$ cat config.mk
export PLATFORM = sky130hd
export DESIGN_NAME = pipeline_hazard_ctrl
export DESIGN_NICKNAME = d
export VERILOG_FILES = /design/src/rtl/pipeline_hazard_ctrl_pkg.sv /design/src/rtl/pipeline_hazard_ctrl_load_use_detect.sv /design/src/rtl/pipeline_hazard_ctrl.sv
export SDC_FILE = /design/constraint.sdc
export NUM_CORES = 1
export LEC_CHECK = 0
export ABC_AREA = 1
export BUFFER_PORTS_ARGS = -buffer_cell sky130_fd_sc_hd__buf_2
export CORE_MARGIN = 8
export CORE_UTILIZATION = 55
export CTS_BUF_LIST = sky130_fd_sc_hd__clkbuf_16
export DETAILED_ROUTE_END_ITERATION = 7
export GPL_TIMING_DRIVEN = 1
export PLACE_DENSITY = 0.83
export SLEW_MARGIN = 40
export SYNTH_ARGS = -nofsm -noshare
export SYNTH_HDL_FRONTEND = slang
export SYNTH_SLANG_ARGS = --single-unit
$ cat constraint.sdc
create_clock -name sysclk -period 4.79 [get_ports sysclk]
set_clock_uncertainty 0.05 [all_clocks]
set_input_delay 0.958 -clock sysclk [delete_from_list [all_inputs] [get_ports sysclk]]
set_output_delay 0.958 -clock sysclk [all_outputs]
set_load 0.005 [all_outputs]
$ cat src/rtl/pipeline_hazard_ctrl_pkg.sv
// Shared encodings and constants for the pipeline hazard controller.
package pipeline_hazard_ctrl_pkg;

  typedef enum logic [2:0] {
    ST_RUN       = 3'd0,
    ST_MEM_WAIT  = 3'd1,
    ST_IRQ_DRAIN = 3'd2,
    ST_IRQ_ENTER = 3'd3
  } state_t;

  localparam int unsigned REG_W       = 5;
  localparam int unsigned DRAIN_DEPTH = 3;
  localparam int unsigned DRAIN_W     = 2;
  localparam int unsigned STALL_W     = 16;

  // Control bundle, MSB first: pc_write, if_id_write, if_flush, id_ex_bubble, pipe_hold, irq_ack
  typedef struct packed {
    logic pc_write;
    logic if_id_write;
    logic if_flush;
    logic id_ex_bubble;
    logic pipe_hold;
    logic irq_ack;
  } ctrl_t;

  localparam ctrl_t CTRL_RUN = ctrl_t'(6'b110000);

  // Saturating increment for the stall counter.
  function automatic logic [STALL_W-1:0] sat_inc(input logic [STALL_W-1:0] v);
    return (&v) ? v : v + 1'b1;
  endfunction

endpackage

$ cat src/rtl/pipeline_hazard_ctrl_load_use_detect.sv
// Load-use hazard comparator: a load in EX writes a register the ID instruction reads.
module load_use_detect
  import pipeline_hazard_ctrl_pkg::*;
(
  input  logic             ex_memread,
  input  logic [REG_W-1:0] ex_rt,
  input  logic [REG_W-1:0] id_rs,
  input  logic [REG_W-1:0] id_rt,
  input  logic             id_uses_rt,
  output logic             hazard
);

  // Register 0 is hardwired, so a load targeting it never creates a dependency.
  assign hazard = ex_memread && (ex_rt != '0) &&
                  ((ex_rt == id_rs) || (id_uses_rt && (ex_rt == id_rt)));

endmodule

$ cat src/rtl/pipeline_hazard_ctrl.sv
// Pipeline hazard controller: memory-wait, branch flush, interrupt entry and load-use stall.
//
// state        | meaning
// -------------+-----------------------------------------------------------
// RUN          | normal issue; resolves mem wait > branch > irq > load-use
// MEM_WAIT     | memory access outstanding, pipeline frozen
// IRQ_DRAIN    | flushing front end while older instructions retire
// IRQ_ENTER    | one-cycle PC-to-vector strobe, then back to RUN
module pipeline_hazard_ctrl
  import pipeline_hazard_ctrl_pkg::*;
(
  input  logic               sysclk,
  input  logic               reset,
  input  logic [REG_W-1:0]   id_rs,
  input  logic [REG_W-1:0]   id_rt,
  input  logic               id_uses_rt,
  input  logic               ex_memread,
  input  logic [REG_W-1:0]   ex_rt,
  input  logic               ex_branch_taken,
  input  logic               irq_req,
  input  logic               mem_req,
  input  logic               mem_ready,
  output logic               pc_write,
  output logic               if_id_write,
  output logic               if_flush,
  output logic               id_ex_bubble,
  output logic               pipe_hold,
  output logic               irq_ack,
  output logic [STALL_W-1:0] stall_cnt,
  output logic [2:0]         state
);

  state_t             state_q, state_d;
  logic [DRAIN_W-1:0] drain_q, drain_d;
  logic [STALL_W-1:0] stall_q;
  logic               lu_q, lu_d;
  logic               load_use;
  logic               mem_stall;
  ctrl_t              ctrl;

  load_use_detect u_load_use_detect (
    .ex_memread (ex_memread),
    .ex_rt      (ex_rt),
    .id_rs      (id_rs),
    .id_rt      (id_rt),
    .id_uses_rt (id_uses_rt),
    .hazard     (load_use)
  );

  assign mem_stall = mem_req && !mem_ready;

  // Next-state and control decode; outputs follow the inputs in the same cycle.
  always_comb begin
    ctrl    = CTRL_RUN;
    state_d = state_q;
    drain_d = drain_q;
    lu_d    = 1'b0;
    case (state_q)
      ST_RUN: begin
        if (mem_stall) begin
          ctrl.pc_write    = 1'b0;
          ctrl.if_id_write = 1'b0;
          ctrl.pipe_hold   = 1'b1;
          state_d          = ST_MEM_WAIT;
        end else if (ex_branch_taken) begin
          ctrl.if_flush     = 1'b1;
          ctrl.id_ex_bubble = 1'b1;
        end else if (irq_req) begin
          ctrl.pc_write     = 1'b0;
          ctrl.if_flush     = 1'b1;
          ctrl.id_ex_bubble = 1'b1;
          drain_d           = DRAIN_W'(DRAIN_DEPTH);
          state_d           = ST_IRQ_DRAIN;
        end else if (load_use && !lu_q) begin
          // The bubble we insert moves the load on, so a second stall is never needed.
          ctrl.pc_write     = 1'b0;
          ctrl.if_id_write  = 1'b0;
          ctrl.id_ex_bubble = 1'b1;
          lu_d              = 1'b1;
        end
      end
      ST_MEM_WAIT: begin
        if (!mem_ready) begin
          ctrl.pc_write    = 1'b0;
          ctrl.if_id_write = 1'b0;
          ctrl.pipe_hold   = 1'b1;
        end else begin
          state_d = ST_RUN;
        end
      end
      ST_IRQ_DRAIN: begin
        ctrl.pc_write     = 1'b0;
        ctrl.if_flush     = 1'b1;
        ctrl.id_ex_bubble = 1'b1;
        if (mem_stall) begin
          ctrl.pipe_hold = 1'b1;
        end else if (drain_q <= DRAIN_W'(1)) begin
          drain_d = '0;
          state_d = ST_IRQ_ENTER;
        end else begin
          drain_d = drain_q - 1'b1;
        end
      end
      ST_IRQ_ENTER: begin
        ctrl.irq_ack      = 1'b1;
        ctrl.if_flush     = 1'b1;
        ctrl.id_ex_bubble = 1'b1;
        state_d           = ST_RUN;
      end
      default: begin
        state_d = ST_RUN;
        drain_d = '0;
      end
    endcase
    // While reset is held the registers sit in RUN; keep the outputs at RUN defaults too.
    if (!reset) begin
      ctrl = CTRL_RUN;
    end
  end

  // State, drain counter and load-use stall memory.
  always_ff @(posedge sysclk or negedge reset) begin
    if (!reset) begin
      state_q <= ST_RUN;
      drain_q <= '0;
      lu_q    <= 1'b0;
    end else begin
      state_q <= state_d;
      drain_q <= drain_d;
      lu_q    <= lu_d;
    end
  end

  // Saturating count of cycles in which the PC did not advance.
  always_ff @(posedge sysclk or negedge reset) begin
    if (!reset) begin
      stall_q <= '0;
    end else if (!ctrl.pc_write) begin
      stall_q <= sat_inc(stall_q);
    end
  end

  assign pc_write     = ctrl.pc_write;
  assign if_id_write  = ctrl.if_id_write;
  assign if_flush     = ctrl.if_flush;
  assign id_ex_bubble = ctrl.id_ex_bubble;
  assign pipe_hold    = ctrl.pipe_hold;
  assign irq_ack      = ctrl.irq_ack;
  assign stall_cnt    = stall_q;
  assign state        = state_q;

endmodule

* Yosys cells after proc, flatten, opt, wreduce, memory -nomap -nowiden
Index checks and enable logic that the tools add are counted.
** Storage, ports and cells
- Register bits :: 22
- Bits of input ports :: 23
** Cells by class
- Add/sub/neg operators :: 2
- Magnitude comparators :: 1
- Equal/unequal tests :: 13
- Muxes and demuxes :: 36
- Bitwise operators :: 3
- Reduce and logical (&&, ||, !) cells :: 17
** Operators by type and width (number)
- $mux W2 :: 11
- $mux W3 :: 6
- $add A16 B1 Y16 const B :: 1
- $reduce_and A16 Y1 :: 1
- $mux W1 :: 12
- $ne A2 B2 Y1 const B :: 6
- $eq A5 B5 Y1 :: 2
- $reduce_and A5 Y1 :: 2
- $pmux W3 S3 :: 1
- $eq A3 B2 Y1 const B :: 2
- $mux W6 :: 1
- $ne A3 B3 Y1 const B :: 2
- $pmux W2 S3 :: 1
- $reduce_or A2 Y1 :: 3
- $logic_and A1 B1 Y1 :: 5
- $reduce_bool A5 Y1 :: 1
- $pmux W1 S2 :: 2
- $pmux W2 S2 :: 1
- $eq A3 B1 Y1 const B :: 1
- $logic_not A3 Y1 :: 1
- $not A1 Y1 :: 3
- $pmux W1 S3 :: 1
- $le A2 B1 Y1 const B :: 1
- $logic_not A1 Y1 :: 2
- other kinds (3) :: 3

* Depth between registers and ports, before layout
- Depth in word-level cells :: 13
- Gate-level depth with buffers :: 12

* Hierarchy
A second synthesis with hierarchy kept.
** Unflattened totals
- Cell total of the unflattened synthesis :: 260
- Area total of the unflattened synthesis :: 1687.9 um^2
** Modules (own cells, without submodules)
- pipeline_hazard_ctrl :: times used 1, cells each 208, area each 1481.4 um^2, sequential area each 525.5 um^2
- load_use_detect :: times used 1, cells each 52, area each 206.4 um^2, sequential area each 0.0 um^2

* Least setup slack after synthesis
Ideal clock, no wire load.
- Kind :: input to output
- From :: input mem_ready
- To :: output pc_write
- Data arrival time :: 1.876 ns
- Setup slack :: 1.906 ns
- Stages on the path :: 7
- Path buffers :: 1
- Cell sequence :: inv_1 nand2_1 nand2_2 inv_1 a21oi_4 buf_2 nand2_1
** Between the ends
- Longest elaborated chain between the ends :: 5
- Elaborated cells between the ends (all ways) :: 6
- Classes of those cells :: 4 x mux; 2 x reduce/logical
** Ends and longest elaborated chain
- start: declaration :: RTL line pipeline_hazard_ctrl.sv:22 : input logic mem_ready,
- $logic_not A1 Y1
- $logic_and A1 B1 Y1 :: RTL line pipeline_hazard_ctrl.sv:50 : assign mem_stall = mem_req && !mem_ready;
- $mux W2 :: RTL line pipeline_hazard_ctrl.sv:60 : if (mem_stall) begin
- $pmux W1 S3 * :: RTL line pipeline_hazard_ctrl.sv:58 : case (state_q)
- $mux W6 * :: RTL line pipeline_hazard_ctrl.sv:116 : if (!reset) begin
- end: declaration :: RTL line pipeline_hazard_ctrl.sv:23 : output logic pc_write,
Every way passes the cells marked *; elsewhere a longest branch is shown, timed or not.

* Worst setup path in the final report
- From :: input reset
- To :: output pc_write
** Between the ends
- Longest elaborated chain between the ends :: 1
** Ends and longest elaborated chain
- start: declaration :: RTL line pipeline_hazard_ctrl.sv:13 : input logic reset,
- $mux W6 :: RTL line pipeline_hazard_ctrl.sv:116
No other way between the ends.

==> impl_results.md <==
* Final wirelength at ~4 mm
* Avg Vias per Cell at about 5.4
* Clk_lat worst skew at around 250 ps
* Nets at approximately 310
* Mapped Cells at 242
* Slew margin rel. at around two thirds
* CTS root buffer: clkbuf_16
* Reg2reg start: stall_cnt[0]
* Crit path depth at 5
* CP Class: input port to output port
* Worst setup SP type: input port
* # setup viols final at 0
* First-pass GRT wire length at about 6.6 mm
* Area leader, netlist: dfrtp_1
* Pleak at about 0.0011 uW
* Clk pin slew, worst setup/hold paths at 50 ps
* Initial antenna violation count at 0
* Slowest stage cell, crit path: a21oi_4
* Placer Congestion at between 0.8 and 0.9
* Max incr delay on CP at approximately 470 ps
* Antenna fix cells at 0
* Area Overhead vs Synth at 19.6%
* RSZ-0062 raised after global routing: false
* Sequential fraction of the synthesis area at roughly a third
* IO Port Bufs at 46
* Critical Path Start: reset
* Slew @ Worst Pin at 525 ps
* Pins Over Slew Limit at 0
* Final std cell area, no fill at just under 0.002 mm2
* Die footprint at a little under 0.005 mm2
* Fin crit share at 69.1%
* CP top delay family: buffers and inverters
* Synth Register Bits at 21
* Worst EP arrival at roughly 2300 ps
* Clk buf depth at 2
* Clock sinks at 21
* Critical path destination: pc_write
* Die width at 70.1 um
* Reg-to-reg endpoint: stall_cnt[8]
* Fraction of layout cells with a size suffix above 1 at a little over a fifth
* Yosys top cell area share at roughly a third
* CTS H-tree depth at 1
* Rows at 19
* IO Count at 48
* Resize count post-CTS at 0
* Achievable frequency at between 300 and 400 MHz
* Final hold violations at 0
* Residual DRC at 0
* Total global-route track usage at about 15%
* Setup_tns at 0 ps
* Cts bufs inserted at 3
* Vias in the first global route at between 1,500 and 2,000
* Mapped Nets at between 200 and 300
* Fin crit period at 3310 ps
* Core area at between 0.002 and 0.003 mm2
* CP Cell Sequence: buf_2 > nand3_1 > a21oi_4 > nand2_1 > buf_2
* Worst min path class: register to register
* Synth unique cells at 28
* Synth area leaders: dfrtp_1 33%, nand2_1 20%, inv_1 8.2%, nand4_1 8.2%, nor2_1 5.8%
* # hold bufs at CTS at 0
* GRT overflow at 0
* # Post-CTS Setup Buffers at 0
* Crit path top cell by count: buf_2
* HPWL Detailed at 2.92 mm
* Initial Util at 58.3%
* Die Span Y at ~70 um
* DRT Pass-1 Iters at 4
* Warnings, synthesis at 0
* DP Area at 0.00184 mm2
* Mapped cell area at about 0.0016 mm2
* Worst reg2reg setup slack at 2820 ps
* Peak VDD IR at 0.321 mV
* Routed length per instance at between 10 and 15 um
* DRT iter0 DRCs at ~110
* Worst endpoint required time at roughly 3800 ps
* Pwr Density at 367 mW/mm2
* Via count at ~1,700
* Crit end category: output port
* Max_cap viols at 0
* Largest fanout on the critical path at 25
* Mean Syn Cell Area at 6.65 um2
* Largest net degree at the start of global routing at 26
* Run status: completed
* Reg2Reg Depth at 9
* ANT nets after route at 0
* TritonCTS clock tree: built
* Crit path buf inv count at 2
-- synth_stat cells --
master	number
nand2_1	87
inv_1	35
nor2_1	25
dfrtp_1	21
nand4_1	21
nand3_1	8
xor2_1	7
xnor2_1	6
o21ai_0	5
nand2_2	4
a21oi_1	3
buf_2	3
o22ai_1	2
a21oi_4	1
buf_4	1
buf_6	1
conb_1	1
ha_1	1
nand2_4	1
nand3_4	1
nand3b_1	1
nor2_4	1
nor3_1	1
nor3_2	1
nor3_4	1
o2111ai_1	1
o211ai_1	1
o31ai_1	1
-- how the worst min path moves through the flow --
stage,from,endpoint,slack (ps),cells after the start
finish,drain_q[0],drain_q[0],450,2
global route,drain_q[0],drain_q[0],510,2
CTS,drain_q[0],drain_q[0],460,2
detailed placement,drain_q[0],drain_q[0],450,2
global placement,drain_q[0],drain_q[0],430,2
floorplan,drain_q[0],drain_q[0],420,2
-- through the flow --
| stage | hold slack, ps | cells | utilization, % | total power [uW] | setup WS [ps] |
|---|---|---|---|---|---|
| finish | 451 | 318 | 69.8 | 707 | 1480 |
| global route | 507 | 318 | 69.8 | 758 | 1350 |
| CTS | 457 | 318 | 69.8 | 709 | 1460 |
| detailed placement | 446 | 314 | 66.9 | 532 | 1470 |
| global placement | 435 | 314 | 66.9 | 528 | 1490 |
| floorplan | 418 | 242 | - | 446 | 1910 |
-- metal layers --
layer / vias to the layer above / global-route usage, % / wire length, um
met5: - / 0 / 0
met4: 0 / 4.02 / 34
met3: 4 / 3.25 / 238
met2: 55 / 27.3 / 1870
met1: 783 / 18.3 / 1740
li1: 864 / - / -
-- flip-flops by register name, indices dropped and copies added, names as in the netlist --
register   cells
stall_cnt     16
state          2
lu_q           1
drain_q        2
-- layout by cell type (no fill, tap or decap) --
master | synthesis | layout
nand3_4 | 1 | 1
nand2_1 | 87 | 87
o21ai_0 | 5 | 5
o31ai_1 | 1 | 1
clkinv_2 | 0 | 1
nand3_1 | 8 | 8
nor3_1 | 1 | 1
conb_1 | 1 | 1
xor2_1 | 7 | 7
nor3_2 | 1 | 1
o2111ai_1 | 1 | 1
o22ai_1 | 2 | 2
nor2_4 | 1 | 1
ha_1 | 1 | 1
nand2_2 | 4 | 4
nand2_4 | 1 | 1
a21oi_4 | 1 | 1
nor2_1 | 25 | 25
nor3_4 | 1 | 1
a21oi_1 | 3 | 3
nand3b_1 | 1 | 1
o211ai_1 | 1 | 1
xnor2_1 | 6 | 6
dfrtp_1 | 21 | 21
clkbuf_16 | 0 | 3
buf_2 | 3 | 46
nand4_1 | 21 | 21
inv_1 | 35 | 35
-- layout make-up --
type                    instances  area (um2)
clock inverters                 1        5.00
fillers                       248         833
well taps                      31        38.8
inverters                      35         131
clock buffers                   3        75.1
repair buffers                 46         230
multi-input cells             181         918
flip-flops and latches         21         526
-- worst register-to-register path, cell delays in order (launching register included) --
cell     delay, ps
dfrtp_1        450
ha_1           230
nand2_2         90
nor3_4         270
nand2_2        140
nor2_4         130
nand2_4        150
nand3_4        240
nand2_1        100
nand2_1         70
-- where the power goes --
group | switching (uW) | internal, uW | leakage (uW) | total, uW
registers | 44.2 | 213 | 0.000282 | 257
clock network | 62.7 | 112 | 0.0000409 | 175
logic | 171 | 104 | 0.000805 | 275
total | 278 | 429 | 0.00113 | 707
-- kinds of logic after synthesis --
| logic type | Yosys count | synth area share, % |
|---|---|---|
| simple gates | 152 | 43.2 |
| buf+inv | 40 | 10.3 |
| flops | 21 | 32.7 |
| compound gates | 14 | 5.75 |
| xor+xnor | 13 | 7.08 |
| fa+ha+maj | 1 | 0.777 |
| other cells | 1 | 0.233 |
Note: power is estimated with default switching activity, not from simulation.
